File: src/rtl/cgra_ker_req_arbiter.sv
// Round-robin arbiter that collects kernel-launch requests from N_REQ sources into a small FIFO
// and presents them one at a time to the CGRA synchronizer, with a one-cycle gap between issues.
module cgra_ker_req_arbiter #(
  parameter  int N_REQ    = 4,
  parameter  int KER_ID_W = 4,
  parameter  int DEPTH    = 4,
  localparam int SRC_W    = $clog2(N_REQ),
  localparam int PTR_W    = $clog2(DEPTH),
  localparam int CNT_W    = $clog2(DEPTH + 1)
) (
  input  logic                      clk_i,
  input  logic                      rst_i,
  input  logic [N_REQ-1:0]          req_valid_i,
  input  logic [N_REQ*KER_ID_W-1:0] req_ker_id_i,
  output logic [N_REQ-1:0]          req_ready_o,
  output logic                      ker_valid_o,
  output logic [KER_ID_W-1:0]       ker_id_o,
  output logic [SRC_W-1:0]          ker_src_o,
  input  logic                      ker_ack_i,
  output logic                      drop_o,
  output logic [CNT_W-1:0]          fifo_cnt_o,
  output logic                      full_o,
  output logic                      empty_o
);

  localparam int ENT_W = SRC_W + KER_ID_W;

  typedef enum logic [1:0] {
    ST_IDLE  = 2'd0,
    ST_ISSUE = 2'd1,
    ST_GAP   = 2'd2
  } state_e;

  state_e             state_q, state_d;
  logic [PTR_W-1:0]   wr_ptr_q, wr_ptr_d;
  logic [PTR_W-1:0]   rd_ptr_q, rd_ptr_d;
  logic [CNT_W-1:0]   cnt_q, cnt_d;
  logic [SRC_W-1:0]   rr_ptr_q, rr_ptr_d;
  logic               drop_q, drop_d;
  logic [ENT_W-1:0]   mem_q [DEPTH];

  logic               full;
  logic               empty;
  logic               pop;
  logic               push;
  logic               grant;
  logic               gnt_found;
  logic [SRC_W-1:0]   gnt_idx;
  logic [SRC_W:0]     search_sum;
  logic [SRC_W-1:0]   search_idx;
  logic [KER_ID_W-1:0] gnt_id;
  logic [ENT_W-1:0]   head;

  assign full  = (cnt_q == CNT_W'(DEPTH));
  assign empty = (cnt_q == '0);
  assign pop   = (state_q == ST_ISSUE) && ker_ack_i;

  // Search for the first valid requester starting at the round-robin pointer, wrapping modulo N_REQ.
  always_comb begin
    gnt_found  = 1'b0;
    gnt_idx    = '0;
    search_sum = '0;
    search_idx = '0;
    for (int i = 0; i < N_REQ; i++) begin
      search_sum = {1'b0, rr_ptr_q} + (SRC_W+1)'(i);
      if (search_sum >= (SRC_W+1)'(N_REQ)) begin
        search_sum = search_sum - (SRC_W+1)'(N_REQ);
      end
      search_idx = search_sum[SRC_W-1:0];
      if (!gnt_found && req_valid_i[search_idx]) begin
        gnt_found = 1'b1;
        gnt_idx   = search_idx;
      end
    end
  end

  always_comb begin
    gnt_id = '0;
    for (int i = 0; i < N_REQ; i++) begin
      if (gnt_idx == SRC_W'(i)) begin
        gnt_id = req_ker_id_i[i*KER_ID_W +: KER_ID_W];
      end
    end
  end

  // A full FIFO can still accept when the head is popped in the same cycle.
  assign grant  = gnt_found && (!full || pop) && !rst_i;
  assign push   = grant && (gnt_id != '0);
  assign drop_d = grant && (gnt_id == '0);

  always_comb begin
    req_ready_o = '0;
    for (int i = 0; i < N_REQ; i++) begin
      req_ready_o[i] = grant && (gnt_idx == SRC_W'(i));
    end
  end

  always_comb begin
    rr_ptr_d = rr_ptr_q;
    if (grant) begin
      rr_ptr_d = (gnt_idx == SRC_W'(N_REQ - 1)) ? '0 : gnt_idx + SRC_W'(1);
    end
  end

  always_comb begin
    wr_ptr_d = push ? wr_ptr_q + PTR_W'(1) : wr_ptr_q;
    rd_ptr_d = pop  ? rd_ptr_q + PTR_W'(1) : rd_ptr_q;
    cnt_d    = cnt_q;
    case ({push, pop})
      2'b10:   cnt_d = cnt_q + CNT_W'(1);
      2'b01:   cnt_d = cnt_q - CNT_W'(1);
      default: cnt_d = cnt_q;
    endcase
  end

  always_comb begin
    state_d = state_q;
    case (state_q)
      ST_IDLE:  if (!empty) state_d = ST_ISSUE;
      ST_ISSUE: if (ker_ack_i) state_d = ST_GAP;
      ST_GAP:   state_d = (cnt_d != '0) ? ST_ISSUE : ST_IDLE;
      default:  state_d = ST_IDLE;
    endcase
  end

  always_ff @(posedge clk_i or posedge rst_i) begin
    if (rst_i) begin
      state_q  <= ST_IDLE;
      wr_ptr_q <= '0;
      rd_ptr_q <= '0;
      cnt_q    <= '0;
      rr_ptr_q <= '0;
      drop_q   <= 1'b0;
    end else begin
      state_q  <= state_d;
      wr_ptr_q <= wr_ptr_d;
      rd_ptr_q <= rd_ptr_d;
      cnt_q    <= cnt_d;
      rr_ptr_q <= rr_ptr_d;
      drop_q   <= drop_d;
    end
  end

  // Storage needs no reset: its contents are only visible through the count-qualified head.
  always_ff @(posedge clk_i) begin
    if (push) begin
      mem_q[wr_ptr_q] <= {gnt_idx, gnt_id};
    end
  end

  assign head        = mem_q[rd_ptr_q];
  assign ker_valid_o = (state_q == ST_ISSUE);
  assign ker_id_o    = ker_valid_o ? head[KER_ID_W-1:0] : '0;
  assign ker_src_o   = ker_valid_o ? head[ENT_W-1:KER_ID_W] : '0;
  assign drop_o      = drop_q;
  assign fifo_cnt_o  = cnt_q;
  assign full_o      = full;
  assign empty_o     = empty;

endmodule

File: config.mk
export PLATFORM = sky130hd
export DESIGN_NAME = cgra_ker_req_arbiter
export DESIGN_NICKNAME = d
export VERILOG_FILES = /design/src/rtl/cgra_ker_req_arbiter.sv
export SDC_FILE = /design/constraint.sdc
export NUM_CORES = 1
export LEC_CHECK = 0
export BUFFER_PORTS_ARGS = -buffer_cell sky130_fd_sc_hd__buf_2
export CORE_MARGIN = 4
export CORE_UTILIZATION = 57
export CTS_BUF_LIST = sky130_fd_sc_hd__clkbuf_4 sky130_fd_sc_hd__clkbuf_8 sky130_fd_sc_hd__clkbuf_16
export DETAILED_ROUTE_END_ITERATION = 10
export PLACE_DENSITY = 0.9
export SKIP_LAST_GASP = 1
export SLEW_MARGIN = 30
export SYNTH_ARGS = -nofsm -noshare
export SYNTH_HDL_FRONTEND = slang
export SYNTH_SLANG_ARGS = --single-unit
File: constraint.sdc
create_clock -name clk_i -period 7.5 [get_ports clk_i]
set_clock_uncertainty 0.15 [all_clocks]
set_input_delay 1.125 -clock clk_i [delete_from_list [all_inputs] [get_ports clk_i]]
set_output_delay 1.125 -clock clk_i [all_outputs]
set_load 0.005 [all_outputs]
==> results of run 1 <==
==> registers in the layout, indices dropped and copies added (netlist names) <==
name,count
fifo_cnt_o,3
wr_ptr_q,2
state_q,2
rd_ptr_q,2
drop_o,1
rr_ptr_q,2
mem_q,24
==> synth_stat cells (2+ instances only) <==
master | instances | area [um2]
edfxtp_1 | 24 | 721
clkbuf_1 | 2 | 7.51
o22ai_1 | 5 | 31.3
and3_1 | 6 | 37.5
inv_1 | 13 | 48.8
dfrtp_1 | 12 | 300
and2_1 | 7 | 43.8
o41a_1 | 2 | 22.5
inv_2 | 3 | 11.3
nand3b_1 | 5 | 37.5
a21oi_1 | 5 | 25.0
ha_1 | 9 | 113
nor2_1 | 6 | 22.5
xnor2_1 | 5 | 43.8
mux4_2 | 6 | 135
a31oi_1 | 4 | 25.0
nand2_1 | 10 | 37.5
==> critical path: cells and delay by family <==
family / cells / cell delay, ps
AO/OA/AOI/OAI: 7 / 2010
adder cells (fa/ha/maj): 3 / 860
buffers and inverters: 3 / 330
multiplexers: 1 / 290
AND/OR/NAND/NOR: 2 / 380
==> per-layer routing <==
metal / vias to the layer above / global-route usage, % / wire, um
met4: 0 / 10.3 / 138
li1: 602 / - / -
met2: 48 / 31.8 / 1720
met1: 597 / 21.8 / 1400
met5: - / 0 / 0
met3: 13 / 6.33 / 230
==> layout make-up <==
class,count,area [um2]
Clock inverter,3,13.8
Tap cell,44,55.1
Inverter,16,60.1
Fill cell,218,956
Sequential cell,36,1020
Multi-Input combinational cell,85,714
Timing Repair Buffer,39,195
Clock buffer,5,37.5
==> metrics by stage <==
step / util (%) / hold slack [ps] / cell area (um2)
2_1_floorplan: - / 363 / 1810
3_3_place_gp: 67.0 / 369 / 2050
3_5_place_dp: 67.0 / 391 / 2050
4_1_cts: 68.7 / 406 / 2100
5_1_grt: 68.7 / 464 / 2100
6_report: 68.7 / 409 / 2100
==> cell families after synthesis <==
group,after synthesis
xor gates and xnor gates,6
AOI/OAI and AO/OA,20
and+or+nand+nor,40
DFF,36
muxes,9
adders and majority gates,10
buffers and inverters,19
==> path summary, 6_finish.rpt <==
check                               start            end  slack [ps]  cells past startpoint
max                        req_valid_i[0]     state_q[0]        2570                     16
min                         fifo_cnt_o[2]  fifo_cnt_o[2]         410                      1
max reg2reg                   rr_ptr_q[0]     state_q[0]        3110                     15
min reg2reg                 fifo_cnt_o[2]  fifo_cnt_o[2]         410                      1
max in group asynchronous           rst_i         drop_o        6220                      2
min in group asynchronous           rst_i  fifo_cnt_o[0]         650                      2
==> report_power, final <==
part           switching [W]  leakage [nW]  internal [W]
combinational       0.000182         0.528      0.000172
sequential         0.0000584         0.363      0.000308
clock              0.0000604        0.0324     0.0000343
==> results.ini, run 1 <==
[placed_design]
routabilityCongestion=0.842
port_buffers=39
dp.cells=220
dp_hpwl_um=2730
place_ws_ps=2220

[final_layout]
antenna_cells=0
layout_common_cells=39 x buf_2, 24 x edfxtp_1, 13 x inv_1
drive_gt1_share_pct=31.0
mostFrequentLayoutCell=buf_2
nets=216
layout-area-overhead-vs-synth_pct=16.0
finalNonFillerCells=228

[sta]
post-route-period-util_pct=65.8
tightest_slew_ps=535
fin_crit_ps=4930
setup_viol=0
setup-tns-final_ps=0
rsz0062_at_grt=no
slew_viol_final=0
slew_headroom_pct=64.2
hold_viol=0
layout_setup_ws_ps=2570
max_freq_mhz=203

[cts]
cts.clk_slew.worst_paths_ps=100
cts_resized=0
clk_latency_ps=340
cts.sinks=36
cts_made_buffers=5
cts_setup_buffers=0
cts_tree=done
root_buffer=clkbuf_4
cts.htree.levels=2
holdBufCountCts=0
clk_path_buf_depth=2

[synthesis]
synth_compound_area_share_pct=7.54
synth_cell_types=33
synth_warnings=0
synthFlopType=edfxtp_1
syn_nets=173
synth-adder-area-share_pct=7.34
synth_top_family_by_area=simple AND/OR/NAND/NOR gates
synthCells=140
synth_mux_area_share_pct=9.55
synth_area_per_cell_um2=12.9
yosysSeqAreaShare_pct=56.5
synth-simple-area-share_pct=12.2
async_flop_share_pct=33.3
ys_ff_latch=36
synth-edff-count=24
synth_xor_area_share_pct=2.91
syn_area_mm2=0.00181

[critical_path]
critPathArrivalTime_ps=5020
crit_slowest_cell=o41a_1
required_ps=7590
critPathMaxStageDelay_ps=590
worstPathCellList=buf_2 > nor2b_1 > a21oi_1 > o22ai_1 > a21oi_1 > inv_1 > ha_1 > nor2_1 > a31oi_1 > o41a_1 > inv_2 > ha_1 > fa_1 > mux2_2 > o311a_1 > a31o_1
path_max_fanout=8
worstSetupEndpointType=flop
cp-start-kind=input port
crit_type=input port to flop

[die]
chipWidth_um=64.3
std_cell_rows=20
die_y_um=64.3
design.die.area_mm2=0.00414
coreArea_mm2=0.00305
ios=40
start_util_pct=59.2

[detailed_routing]
vias=1260
first_pass_iters=4
drc=0
final_antenna_net_count=0
wire_per_inst_um=15.3
drt-vias-per-instance=5.53
drt_iter0_markers=15
drt_wl_total_um=3500

[worst_hold_path]
hold_path.class=flop to flop

[power_and_ir_drop]
powerDensity_mw_per_mm2=388
leakage_nw=0.924
finalPower_w=0.000814
vdd_drop_max_mv=0.185

[global_routing]
grt_max_degree=13
grt_overflow=0
grt_pass1_wl_um=5790
grt_pass1_vias=1307
grt_use_total_pct=19.2
antenna_found_initial=0

[outcome]
outcome=completed

[flow_run]
maxCapViolations=0

No activity file was read; power rests on OpenSTA's default activity.
==> inputs of run 2 (changes only) <==
CORE_UTILIZATION = 53   (was 57)
PLACE_DENSITY = 0.85   (was 0.9)
clock period = 5.1 ns   (was 7.5 ns; I/O delays follow)
==> results.ini, run 2 (synthesized netlist as in run 1, its figures left out) <==
[outcome]
outcome=completed

[detailed_routing]
drc=0  ; unchanged
drt-met1-wl_um=1440  ; +2.5%
wl_met2_um=1780  ; +3.3%
wl_met3_um=233  ; +1.3%
final_antenna_net_count=0  ; unchanged
first_pass_iters=6  ; +2
drt_iter0_markers=26  ; +11
drt-vias-per-instance=5.43  ; -1.8%
drt_wl_total_um=3530  ; +0.86%
wire_per_inst_um=15.4  ; +0.42%
vias=1243  ; -1.3%
top_layer=met4

[global_routing]
grt_max_degree=13  ; unchanged
antenna_found_initial=0  ; unchanged
grt_pass1_vias=1287  ; -1.5%
grt_pass1_wl_um=5990  ; +3.5%
grt_overflow=0  ; unchanged
grt_use_total_pct=18.6  ; -0.58 points

[cts]
cts_tree=done
cts_resized=0  ; unchanged
cts.htree.levels=2  ; unchanged
cts_made_buffers=5  ; unchanged
holdBufCountCts=0  ; unchanged
clk_path_buf_depth=2  ; unchanged
cts.sinks=36  ; unchanged
cts_setup_buffers=0  ; unchanged
clk_latency_ps=330  ; about the same
cts.clk_slew.worst_paths_ps=100  ; about the same
root_buffer=clkbuf_4

[final_layout]
stdcell_area_mm2=0.00211  ; +0.60%
multi_input_area_um2=714  ; unchanged
largest_reg_flops=24  ; unchanged
layout-area-overhead-vs-synth_pct=16.7
finalNonFillerCells=229  ; +0.44%
layout_common_cells=39 x buf_2, 24 x edfxtp_1, 13 x inv_1
antenna_cells=0  ; unchanged
register_area_mm2=0.00102  ; unchanged
largest_register=mem_q
nets=217  ; +0.46%
mostFrequentLayoutCell=buf_2
num-fill-cells=236  ; +8.3%
drive_gt1_share_pct=31.4  ; +0.37 points
final_core_util_pct=66.9  ; -1.8 points

[critical_path]
worstPathCellList=buf_2 > nor2b_1 > a21oi_1 > o22ai_1 > a21oi_1 > inv_1 > ha_1 > nand2b_1 > o22ai_1 > a31oi_1 > o41a_1 > inv_2 > ha_1 > fa_1 > mux2_2 > o311a_1 > a31o_1
required_ps=5190  ; -2400 ps
cp-start-kind=input port
critPathArrivalTime_ps=4520  ; -500 ps
path_max_fanout=7  ; -1
critPathMaxStageDelay_ps=450  ; -140 ps
crit_type=input port to flop
worstSetupEndpointType=flop
crit_slowest_cell=a31oi_1

[placed_design]
placed_cell_area_mm2=0.00205  ; +0.37%
dp.cells=221  ; +0.45%
routabilityCongestion=0.846  ; +0.46%
dp_hpwl_um=2740  ; +0.17%
port_buffers=39  ; unchanged

[power_and_ir_drop]
vdd_drop_max_mv=0.325  ; +76%
leakage_nw=0.926  ; +0.19%
powerDensity_mw_per_mm2=576  ; +48%

[die]
design.die.area_mm2=0.00441  ; +6.6%
start_util_pct=57.3  ; -1.9 points
coreArea_mm2=0.00315  ; +3.3%
die_y_um=66.4  ; +3.2%
chipWidth_um=66.4  ; +3.2%
std_cell_rows=20  ; unchanged
ios=40  ; unchanged

[sta]
setup-tns-final_ps=0  ; unchanged
slew_viol_final=0  ; unchanged
post-route-period-util_pct=87.0
setup_viol=0  ; unchanged
rsz0062_at_grt=no
max_freq_mhz=225
hold_viol=0  ; unchanged
holdWs_ps=295  ; -114 ps
tightest_slew_ps=611  ; +76.0 ps
slew_headroom_pct=59.1  ; -5.1 points
fin_crit_ps=4440

[worst_hold_path]
hold_path.class=input port to asynchronous set/reset pin

[flow_run]
maxCapViolations=0  ; unchanged

==> run 2: cell count changes in the layout (fill, tap and decap cells not counted), sizes merged <==
cell and delta:
buf +1, clkinv -2, clkbuf +1, clkinvlp +1
==> run 2: cell type report <==
| cell class | count | area share (%) |
|---|---|---|
| Multi-Input combinational cell | 85 | 33.9 |
| Sequential cell | 36 | 48.4 |
| Timing Repair Buffer | 40 | 9.61 |
| Clock inverter | 2 | 0.534 |
| Clock buffer | 6 | 2.14 |
| Tap cell | 44 | 2.61 |
| Inverter | 16 | 2.85 |
==> run 2: metrics by stage <==
step,setup WS [ps],power (W)
global route,332,0.00131
finish,663,0.00121
global placement,587,0.00104
detailed placement,327,0.00108
CTS,696,0.00122
floorplan,755,0.000896
==> run 2: report_power, final <==
group	internal (W)	switching, W
Combinational	0.000257	0.000271
Clock	0.0000577	0.0000917
Sequential	0.000452	0.0000854
==> run 2: per-layer routing <==
metal / vias up / GRT usage [%]
met1: 586 / 22.9
met4: 0 / 9.14
met2: 53 / 31.2
met5: - / 0
li1: 597 / -
met3: 7 / 3.40
==> run 2: final timing paths <==
kind | start | endpoint | slack, ps | cells after the start
max in group asynchronous | rst_i | drop_o | 4170 | 2
worst min register to register | fifo_cnt_o[2] | fifo_cnt_o[2] | 400 | 1
min in group clk_i | fifo_cnt_o[2] | fifo_cnt_o[2] | 400 | 1
worst max-delay path | req_valid_i[0] | state_q[0] | 660 | 17
worst max register to register | rr_ptr_q[1] | state_q[0] | 790 | 15
worst min-delay path | rst_i | fifo_cnt_o[0] | 300 | 2
==> run 2: critical path, delay by kind of cell <==
kind                     cells  cell delay [ps]
AO/OA/AOI/OAI                8             2000
adder cells (fa/ha/maj)      3              920
buffers and inverters        3              280
multiplexers                 1              290
AND/OR/NAND/NOR              2              270
